`src/rtl/fb_pkg.sv`:
```
// rtl/fb_pkg.sv - shared frame-buffer address fields, scheduler states and address packing
package fb_pkg;

    localparam int X_W    = 8;
    localparam int Y_W    = 7;
    localparam int ADDR_W = X_W + Y_W;

    typedef logic [1:0] fb_state_t;

    localparam logic [1:0] ST_IDLE = 2'd0;
    localparam logic [1:0] ST_FILL = 2'd1;
    localparam logic [1:0] ST_DONE = 2'd2;

    function automatic logic [ADDR_W-1:0] pack_addr(input logic [Y_W-1:0] y, input logic [X_W-1:0] x);
        return {y, x};
    endfunction

endpackage

```
`src/rtl/fb_rect_walker.sv`:
```
// rtl/fb_rect_walker.sv - clipped rectangle raster walker for the fill engine
module fb_rect_walker
    import fb_pkg::*;
#(
    parameter int HOR_RES  = 160,
    parameter int VERT_RES = 120
) (
    input  logic              clk,
    input  logic              rst_n,
    input  logic              start,
    input  logic              step,
    input  logic [X_W-1:0]    x0,
    input  logic [Y_W-1:0]    y0,
    input  logic [X_W-1:0]    w,
    input  logic [Y_W-1:0]    h,
    output logic              empty,
    output logic              last,
    output logic [ADDR_W-1:0] addr
);

    localparam logic [X_W:0] X_LIM  = (X_W+1)'(HOR_RES);
    localparam logic [Y_W:0] Y_LIM  = (Y_W+1)'(VERT_RES);
    localparam logic [X_W:0] X_LAST = (X_W+1)'(HOR_RES - 1);
    localparam logic [Y_W:0] Y_LAST = (Y_W+1)'(VERT_RES - 1);

    logic [X_W:0]   x_sum;
    logic [Y_W:0]   y_sum;
    logic [X_W-1:0] x_end_d;
    logic [Y_W-1:0] y_end_d;
    logic [X_W-1:0] x_base;
    logic [X_W-1:0] x_end;
    logic [Y_W-1:0] y_end;
    logic [X_W-1:0] cx;
    logic [Y_W-1:0] cy;

    // One extra bit keeps the far edge from wrapping before it is clipped
    always_comb begin
        x_sum   = {1'b0, x0} + {1'b0, w} - (X_W+1)'(1);
        y_sum   = {1'b0, y0} + {1'b0, h} - (Y_W+1)'(1);
        x_end_d = (x_sum > X_LAST) ? X_LAST[X_W-1:0] : x_sum[X_W-1:0];
        y_end_d = (y_sum > Y_LAST) ? Y_LAST[Y_W-1:0] : y_sum[Y_W-1:0];
        empty   = (w == '0) || (h == '0) || ({1'b0, x0} >= X_LIM) || ({1'b0, y0} >= Y_LIM);
    end

    always_ff @(posedge clk or negedge rst_n) begin
        if (!rst_n) begin
            x_base <= '0;
            x_end  <= '0;
            y_end  <= '0;
            cx     <= '0;
            cy     <= '0;
        end else if (start) begin
            x_base <= x0;
            x_end  <= x_end_d;
            y_end  <= y_end_d;
            cx     <= x0;
            cy     <= y0;
        end else if (step) begin
            if (cx == x_end) begin
                cx <= x_base;
                cy <= cy + 1'b1;
            end else begin
                cx <= cx + 1'b1;
            end
        end
    end

    assign last = (cx == x_end) && (cy == y_end);
    assign addr = pack_addr(cy, cx);

endmodule

```
`src/rtl/fb_port_a_scheduler.sv`:
```
// rtl/fb_port_a_scheduler.sv - round-robin sharing of frame-buffer port A between CPU and fill engine
module fb_port_a_scheduler
    import fb_pkg::*;
#(
    parameter int HorRes  = 160,
    parameter int VertRes = 120
) (
    input  logic              CLK,
    input  logic              RESET_N,
    input  logic              CPU_REQ,
    input  logic              CPU_WE,
    input  logic [ADDR_W-1:0] CPU_ADDR,
    input  logic              CPU_WDATA,
    output logic              CPU_ACK,
    output logic              CPU_RVALID,
    output logic              CPU_RDATA,
    input  logic              FILL_START,
    input  logic [X_W-1:0]    FILL_X0,
    input  logic [Y_W-1:0]    FILL_Y0,
    input  logic [X_W-1:0]    FILL_W,
    input  logic [Y_W-1:0]    FILL_H,
    input  logic              FILL_COLOUR,
    output logic              FILL_BUSY,
    output logic              FILL_DONE,
    output logic [ADDR_W-1:0] FB_ADDR,
    output logic              FB_WE,
    output logic              FB_WDATA,
    input  logic              FB_RDATA
);

    fb_state_t         state;
    logic              last_cpu;
    logic              colour;
    logic              rd_stage;
    logic              cpu_elig;
    logic              fill_elig;
    logic              grant_cpu;
    logic              grant_fill;
    logic              walk_start;
    logic              walk_empty;
    logic              walk_last;
    logic [ADDR_W-1:0] walk_addr;

    // A CPU that was just acknowledged sits out one cycle so a slow REQ drop cannot re-issue
    assign cpu_elig   = CPU_REQ && !CPU_ACK;
    assign fill_elig  = (state == ST_FILL);
    assign grant_cpu  = cpu_elig && (!fill_elig || !last_cpu);
    assign grant_fill = fill_elig && !grant_cpu;
    assign walk_start = (state == ST_IDLE) && FILL_START;

    fb_rect_walker #(
        .HOR_RES  (HorRes),
        .VERT_RES (VertRes)
    ) u_walker (
        .clk   (CLK),
        .rst_n (RESET_N),
        .start (walk_start),
        .step  (grant_fill),
        .x0    (FILL_X0),
        .y0    (FILL_Y0),
        .w     (FILL_W),
        .h     (FILL_H),
        .empty (walk_empty),
        .last  (walk_last),
        .addr  (walk_addr)
    );

    always_ff @(posedge CLK or negedge RESET_N) begin
        if (!RESET_N) begin
            state  <= ST_IDLE;
            colour <= 1'b0;
        end else begin
            case (state)
                ST_IDLE: begin
                    if (FILL_START) begin
                        colour <= FILL_COLOUR;
                        state  <= walk_empty ? ST_DONE : ST_FILL;
                    end
                end
                ST_FILL: begin
                    if (grant_fill && walk_last) begin
                        state <= ST_DONE;
                    end
                end
                ST_DONE: state <= ST_IDLE;
                default: state <= ST_IDLE;
            endcase
        end
    end

    always_ff @(posedge CLK or negedge RESET_N) begin
        if (!RESET_N) begin
            last_cpu <= 1'b1;
        end else if (grant_cpu) begin
            last_cpu <= 1'b1;
        end else if (grant_fill) begin
            last_cpu <= 1'b0;
        end
    end

    always_ff @(posedge CLK or negedge RESET_N) begin
        if (!RESET_N) begin
            CPU_ACK   <= 1'b0;
            FILL_BUSY <= 1'b0;
            FILL_DONE <= 1'b0;
            FB_ADDR   <= '0;
            FB_WE     <= 1'b0;
            FB_WDATA  <= 1'b0;
        end else begin
            CPU_ACK   <= grant_cpu;
            FILL_BUSY <= (state == ST_FILL);
            FILL_DONE <= (state == ST_DONE);
            if (grant_cpu) begin
                FB_ADDR  <= CPU_ADDR;
                FB_WE    <= CPU_WE;
                FB_WDATA <= CPU_WDATA;
            end else if (grant_fill) begin
                FB_ADDR  <= walk_addr;
                FB_WE    <= 1'b1;
                FB_WDATA <= colour;
            end else begin
                FB_WE    <= 1'b0;
            end
        end
    end

    // Read data leaves the RAM one cycle after the ACK cycle and is registered the cycle after
    always_ff @(posedge CLK or negedge RESET_N) begin
        if (!RESET_N) begin
            rd_stage   <= 1'b0;
            CPU_RVALID <= 1'b0;
            CPU_RDATA  <= 1'b0;
        end else begin
            rd_stage   <= CPU_ACK && !FB_WE;
            CPU_RVALID <= rd_stage;
            if (rd_stage) begin
                CPU_RDATA <= FB_RDATA;
            end
        end
    end

endmodule

```
`config.mk`:
```
export PLATFORM = sky130hd
export DESIGN_NAME = fb_port_a_scheduler
export DESIGN_NICKNAME = d
export VERILOG_FILES = /design/src/rtl/fb_pkg.sv /design/src/rtl/fb_rect_walker.sv /design/src/rtl/fb_port_a_scheduler.sv
export SDC_FILE = /design/constraint.sdc
export NUM_CORES = 1
export LEC_CHECK = 0
export CORE_MARGIN = 1
export CORE_UTILIZATION = 43
export DETAILED_ROUTE_END_ITERATION = 8
export GPL_TIMING_DRIVEN = 0
export PLACE_DENSITY = 0.68
export SETUP_SLACK_MARGIN = 0.1
export SYNTH_ARGS = -nofsm -noshare
export SYNTH_HDL_FRONTEND = slang
export SYNTH_SLANG_ARGS = --single-unit
export TNS_END_PERCENT = 50
```
`constraint.sdc`:
```
create_clock -name CLK -period 2.7 [get_ports CLK]
set_input_delay 0.405 -clock CLK [delete_from_list [all_inputs] [get_ports CLK]]
set_output_delay 0.405 -clock CLK [all_outputs]
set_load 0.05 [all_outputs]
```
==> results of run 1 <==
==> kinds of logic after synthesis <==
kind of cell | Yosys count
xor+xnor | 30
compound gates | 99
fa+ha+maj | 32
simple gates | 102
mux | 9
buf+inv | 102
flops | 65
==> cell usage after synthesis (all sizes together) <==
| master | n |
|---|---|
| nand4 | 8 |
| fa | 2 |
| o41ai | 1 |
| nand3 | 9 |
| o21bai | 2 |
| and3 | 1 |
| a22o | 1 |
| a32oi | 1 |
| or3 | 1 |
| dfrtp | 64 |
| a21boi | 1 |
| or2 | 2 |
| a211oi | 1 |
| a21o | 2 |
| or4 | 1 |
| a22oi | 5 |
| o22a | 6 |
| xor2 | 7 |
| o31ai | 2 |
| nor2b | 4 |
| or3b | 1 |
| a21oi | 11 |
| o21ai | 40 |
| and4 | 2 |
| and2 | 6 |
| mux2i | 7 |
| a21bo | 1 |
| buf | 5 |
| ha | 30 |
| mux2 | 2 |
| inv | 82 |
| and3b | 1 |
| a221oi | 2 |
| nor4 | 7 |
| nor3 | 6 |
| o21a | 1 |
| xnor2 | 23 |
| a222oi | 16 |
| a31oi | 6 |
| clkbuf | 15 |
| dfstp | 1 |
| nor2 | 21 |
| nand2 | 29 |
| nand2b | 3 |
==> worst register-to-register path, stage by stage (launching register included) <==
cell      delay (ns)
dfrtp_1         0.33
clkbuf_1        0.29
xnor2_1         0.16
nand4_1         0.14
or2_1           0.30
buf_6           0.17
nor4_2          0.25
mux2i_1         0.23
o21ai_1         0.08
==> layout make-up <==
cell class | instances | area (µm²)
plain buffers | 20 | 87.6
clock buffers | 13 | 159
clock inverters | 3 | 15.0
fillers | 806 | 3640
inverters | 82 | 308
multi-input cells | 272 | 2150
flip-flops and latches | 65 | 1630
well taps | 108 | 135
repair buffers | 78 | 769
==> per-layer routing <==
layer | share of wire [%] | routed length (µm) | global-route usage [%] | vias to the layer above
met2 | 47 | 4530 | 34.1 | 103
met3 | 5.2 | 510 | 4.11 | 19
met1 | 46 | 4490 | 29.0 | 1642
met4 | 2.1 | 209 | 8.15 | 0
li1 | - | - | - | 1684
met5 | 0 | 0 | 0 | -
==> stage by stage <==
| stage | instance area (µm²) | instances |
|---|---|---|
| final | 5250 | 641 |
| after global routing | 5250 | 641 |
| after CTS | 5180 | 639 |
| after detailed placement | 4900 | 621 |
| after global placement | 4900 | 621 |
| after floorplan | 4030 | 439 |
==> where the power goes <==
| part | switching, mW | total, mW | internal, mW |
|---|---|---|---|
| Combinational | 1.66 | 2.80 | 1.14 |
| Sequential | 0.373 | 1.80 | 1.43 |
| Clock | 0.344 | 0.724 | 0.379 |
| Total | 2.38 | 5.32 | 2.95 |
==> flip-flops by register name, indices dropped and copies added, names as in the netlist, 2 cells and up <==
register,count
FB_ADDR,15
u_walker.cx,8
u_walker.x_base,8
u_walker.x_end,8
u_walker.cy,7
u_walker.y_end,7
state,2
==> how the worst max path moves through the flow <==
stage                                     to  slack [ns]  cells after the start
2_1_floorplan  u_walker.y_end[0]$_DFFE_PN0P_        0.25                     11
3_3_place_gp           CPU_RDATA$_DFFE_PN0P_       -0.90                      1
3_5_place_dp   u_walker.x_end[7]$_DFFE_PN0P_       -0.49                     13
4_1_cts        u_walker.y_end[2]$_DFFE_PN0P_        0.10                     12
5_1_grt        u_walker.x_end[7]$_DFFE_PN0P_        0.08                     11
6_report       u_walker.x_end[7]$_DFFE_PN0P_        0.14                     11
==> repair_timing <==
item	in CTS	in global routing
endpoints found under the setup margin	15	15
resized for setup	21	18
buffers inserted	2	2
pin swaps	9	14
hold endpoints to repair	0	0
==> flow_summary.toml, run 1 <==
[critical_path]
max_stage_delay_ns = 0.47
start_kind = "input port"
r2r_cells = 8
required_ns = 2.91
r2r-end = "u_walker.cy[6]$_DFFE_PN0P_"
r2r_start = "u_walker.cx[5]$_DFFE_PN0P_"
path_delay_family = "buffers and inverters"
critical_path_class = "in -> reg"
cp_num_buf_inv = 3
cp.arrival_ns = 2.77
end_kind = "flip-flop"
cp_max_fo = 4
crit_slowest_cell = "clkdlybuf4s50_1"
startpoint = "FILL_X0[4]"
crit_chain = "clkdlybuf4s50_1, inv_2, ha_4, inv_2, ha_4, and2_4, a221oi_4, a32oi_1, xor2_1, or2_1, mux2_4"
rrSetupSlack_ns = 0.61

[floorplanning]
core_area_um2 = 8890
rows = 34
io_pins = 75
die_h_um = 98.8
die_area_um2 = 9750
initial_core_util_pct = 45.3
fp.dieW_um = 98.8

[grt]
overflow = 0
grt_pass1_vias = 3340
grt_pass1_wl_um = 16500
antenna_found_initial = 0
grt_max_degree = 66
grtUsageTotal_pct = 21.4

[logic_synthesis]
synthMuxAreaShare_pct = 2.30
yosys.area_share.simple_pct = 13.6
synth.top_cell.area_share_pct = 39.8
ys_warn_count = 0
synth_cell_types = 54
synth-compound-area-share_pct = 17.0
synth_nets = 524
synth_top_cell_by_area = "dfrtp_1"
synth_area_leaders = "dfrtp_1 40%, ha_1 9.3%, inv_1 7.6%, xnor2_1 5.0%, a222oi_1 4.0%"
synthAdderAreaFrac_pct = 10.3
synthCells = 439
synth_xor_xnor_area_share_pct = 6.53
ys_seq_elements = 65
synth_seq_area_share_pct = 40.4
avgSynthCellArea_um2 = 9.17
syn-cell-area_um2 = 4030
synth_top_family_by_area = "compound AO/OA/AOI/OAI gates"

[clocking]
numClockSinks = 65
cts_root_buf = "clkbuf_8"
htree_levels = 3
clockBufferDepth = 2
cts_tree = "built"
insertion_delay_ns = 0.33
path_clk_slew_ns = 0.06
cts_buffers = 9
cts_hold_buffers = 0

[route]
routed_via_density = 5.38
wl_per_cell_um = 15.2
detail_route.iter0.violations = 225
dr.pass1.iters = 5
vias = 3448
routed_wl_um = 9740
antenna_left = 0
drc = 0

[timing]
fmax_mhz = 391
finalClockSkew_ns = 0.00610
fin_ws_ns = 0.141
hold_viol_final = 0
slew_headroom_pct = 46.6
slew_violations = 0
setup_tns_ns = 0
setup_viol = 0
period_share_pct = 94.8
worst_slew_pin_slew_ns = 0.800
rsz0062_at_grt = "true"
fin_hold_ws_ns = 0.168
period_needed_ns = 2.56

[finish]
drive_above_1_share_pct = 12.2
num_antenna_cells = 0
final_cell_mix = "74 x inv_1, 65 x clkdlybuf4s50_1, 64 x dfrtp_1"
syn2layout_area_growth_pct = 30.3
final_core_util_pct = 59.0
final_nets = 613
layout_commonest_cell = "inv_1"

[place]
hpwl_um = 7350
dp_slack_ns = -0.495
portBuffers = 74
globalplace.congestion = 0.840

[power]
leakagePower_nw = 2.40
power_density_nw_per_um2 = 1010
ir_drop_mv = 0.502
fin_total_pwr_mw = 5.32

[hold_path]
hp-class = "in -> async"

[outcome]
outcome = "complete, no violations"

[job]
cap_violations = 0
No activity file was read; power rests on OpenSTA's default activity.
==> run 2, diff against run 1 <==
--- a/config.mk
+++ b/config.mk
@@ -5,6 +5,7 @@
 export SDC_FILE = /design/constraint.sdc
 export NUM_CORES = 1
 export LEC_CHECK = 0
+export ABC_CLOCK_PERIOD_IN_PS = 2700
 export CORE_MARGIN = 1
 export CORE_UTILIZATION = 43
 export DETAILED_ROUTE_END_ITERATION = 8
==> results of run 2 <==
The final DEF is identical to that of run 1; final timing and power are the same.
==> run 3, diff against run 2 <==
--- a/config.mk
+++ b/config.mk
@@ -6,12 +6,13 @@
 export NUM_CORES = 1
 export LEC_CHECK = 0
 export ABC_CLOCK_PERIOD_IN_PS = 2700
-export CORE_MARGIN = 1
+export CORE_MARGIN = 2
 export CORE_UTILIZATION = 43
 export DETAILED_ROUTE_END_ITERATION = 8
 export GPL_TIMING_DRIVEN = 0
 export PLACE_DENSITY = 0.68
 export SETUP_SLACK_MARGIN = 0.1
+export SLEW_MARGIN = 20
 export SYNTH_ARGS = -nofsm -noshare
 export SYNTH_HDL_FRONTEND = slang
 export SYNTH_SLANG_ARGS = --single-unit
==> flow_summary.toml, run 3 (same netlist as run 1, synthesis figures left out) <==
[finish]
fillers = 793
final_nets = 616
drive_above_1_share_pct = 13.2
stdcell_count = 647
regMostFlops = "FB_ADDR"
layout_commonest_cell = "inv_1"
final_core_util_pct = 58.8
final_cell_mix = "72 x inv_1, 66 x clkdlybuf4s50_1, 64 x dfrtp_1"
syn2layout_area_growth_pct = 33.6
num_antenna_cells = 0
layout.area.seq_um2 = 1630
largest_reg_flops = 15
multi_input_area_um2 = 2160

[critical_path]
rrSetupSlack_ns = 0.66
max_stage_delay_ns = 0.51
path_delay_family = "buffers and inverters"
start_kind = "input port"
end_kind = "flip-flop"
r2r_cells = 8
crit_slowest_cell = "clkdlybuf4s50_1"
r2r_start = "u_walker.cx[5]$_DFFE_PN0P_"
worstSetupEndpoint = "u_walker.x_end[7]$_DFFE_PN0P_"
path_common_cell = "inv_2"
critical_path_class = "in -> reg"
path_depth = 11
startpoint = "FILL_X0[3]"
cp_max_fo = 4
r2r-end = "state[1]$_DFFE_PN0P_"
cp_num_buf_inv = 3
required_ns = 2.93
crit_chain = "clkdlybuf4s50_1, inv_2, ha_1, inv_2, ha_4, nor2b_4, o31ai_4, a21oi_2, xor2_1, or2_1, mux2_4"
cp.arrival_ns = 2.79

[floorplanning]
fp.dieW_um = 101
die_area_um2 = 10200
rows = 35
core_area_um2 = 9150
die_h_um = 101
initial_core_util_pct = 44.0
io_pins = 75

[route]
wl_per_cell_um = 15.6
drc = 0
antenna_left = 0
detail_route.iter0.violations = 206
routed_wl_um = 10100
dr.pass1.iters = 5
routed_via_density = 5.36
vias = 3465

[grt]
grtUsageTotal_pct = 20.6
antenna_found_initial = 0
grt_pass1_vias = 3401
grt_pass1_wl_um = 16400
grt_max_degree = 54
overflow = 0

[clocking]
htree_levels = 3
numClockSinks = 65
path_clk_slew_ns = 0.07
clockBufferDepth = 2
cts_root_buf = "clkbuf_8"
cts_buffers = 9
cts_tree = "built"
insertion_delay_ns = 0.35

[place]
dp_cells = 625
hpwl_um = 7750
globalplace.congestion = 0.805
portBuffers = 74

[power]
leakagePower_nw = 2.43
ir_drop_mv = 0.392
power_density_nw_per_um2 = 1040

[timing]
period_share_pct = 94.6
fin_hold_ws_ns = 0.393
fmax_mhz = 392
period_needed_ns = 2.55
hold_viol_final = 0
slew_violations = 0
rsz0062_at_grt = "false"
setup_viol = 0
worst_slew_pin_slew_ns = 0.615
finalClockSkew_ns = 0.00960
slew_headroom_pct = 58.8

[job]
cap_violations = 0

[outcome]
outcome = "complete, no violations"

[hold_path]
min_path_cells = 0
hp-class = "reg -> reg"
==> run 3: changes by cell type in the layout (fill, tap and decap cells not counted), sizes merged <==
| cell | delta |
|---|---|
| dlygate4sd3 | +1 |
| clkbuf | -4 |
| dlymetal6s2s | -1 |
| bufinv | +3 |
| clkinv | -1 |
| clkdlybuf4s50 | +1 |
| clkinvlp | +2 |
| buf | +2 |
==> run 3: layout make-up <==
| type | instances | share of cell area (%) |
|---|---|---|
| Inverter | 82 | 5.72 |
| Clock buffer | 9 | 2.30 |
| Buffer | 20 | 1.63 |
| Timing Repair Buffer | 81 | 15.1 |
| Sequential cell | 65 | 30.3 |
| Multi-Input combinational cell | 272 | 40.2 |
| Clock inverter | 7 | 2.21 |
| Tap cell | 111 | 2.58 |
==> run 3: how the worst min path moves through the flow <==
stage | endpoint | from | slack [ns]
after floorplan | CPU_ACK$_DFF_PN0_ | RESET_N | 0.11
after global placement | CPU_RVALID$_DFF_PN0_ | rd_stage$_DFF_PN0_ | 0.37
after detailed placement | u_walker.x_base[6]$_DFFE_PN0P_ | RESET_N | 0.27
after CTS | CPU_RVALID$_DFF_PN0_ | rd_stage$_DFF_PN0_ | 0.40
after global routing | CPU_RVALID$_DFF_PN0_ | rd_stage$_DFF_PN0_ | 0.41
final | CPU_RVALID$_DFF_PN0_ | rd_stage$_DFF_PN0_ | 0.39
==> run 3: through the flow <==
step	area [µm²]	worst slack [ns]	power (mW)	setup TNS (ns)
finish	5380	0.146	5.61	0
global route	5380	0.0779	5.99	0
CTS	5270	0.105	5.58	0
detailed placement	4930	-0.496	4.53	-6.17
global placement	4910	-0.862	4.44	-60.55
floorplan	4030	0.254	3.68	0
==> run 3: metal layers <==
metal  track usage, %  share of wire [%]
met1             27.2                 45
met2             33.9                 48
met3             3.61                4.5
met4             8.01                2.5
met5                0                  0
==> run 3: what timing repair did <==
| item | 4_1_cts | 5_1_grt |
|---|---|---|
| pin swaps | 8 | 12 |
| hold buffers | 1 | 0 |
| endpoints found under the hold margin | 12 | 0 |
| gates resized for setup | 19 | 22 |
| buffers inserted | 3 | 2 |
| setup endpoints to repair | 15 | 15 |
==> run 3: where the power goes <==
part | switching (mW) | leakage, nW | internal [mW]
Combinational | 1.66 | 1.54 | 1.14
Clock | 0.391 | 0.115 | 0.612
Sequential | 0.378 | 0.777 | 1.43
Total | 2.43 | 2.43 | 3.19
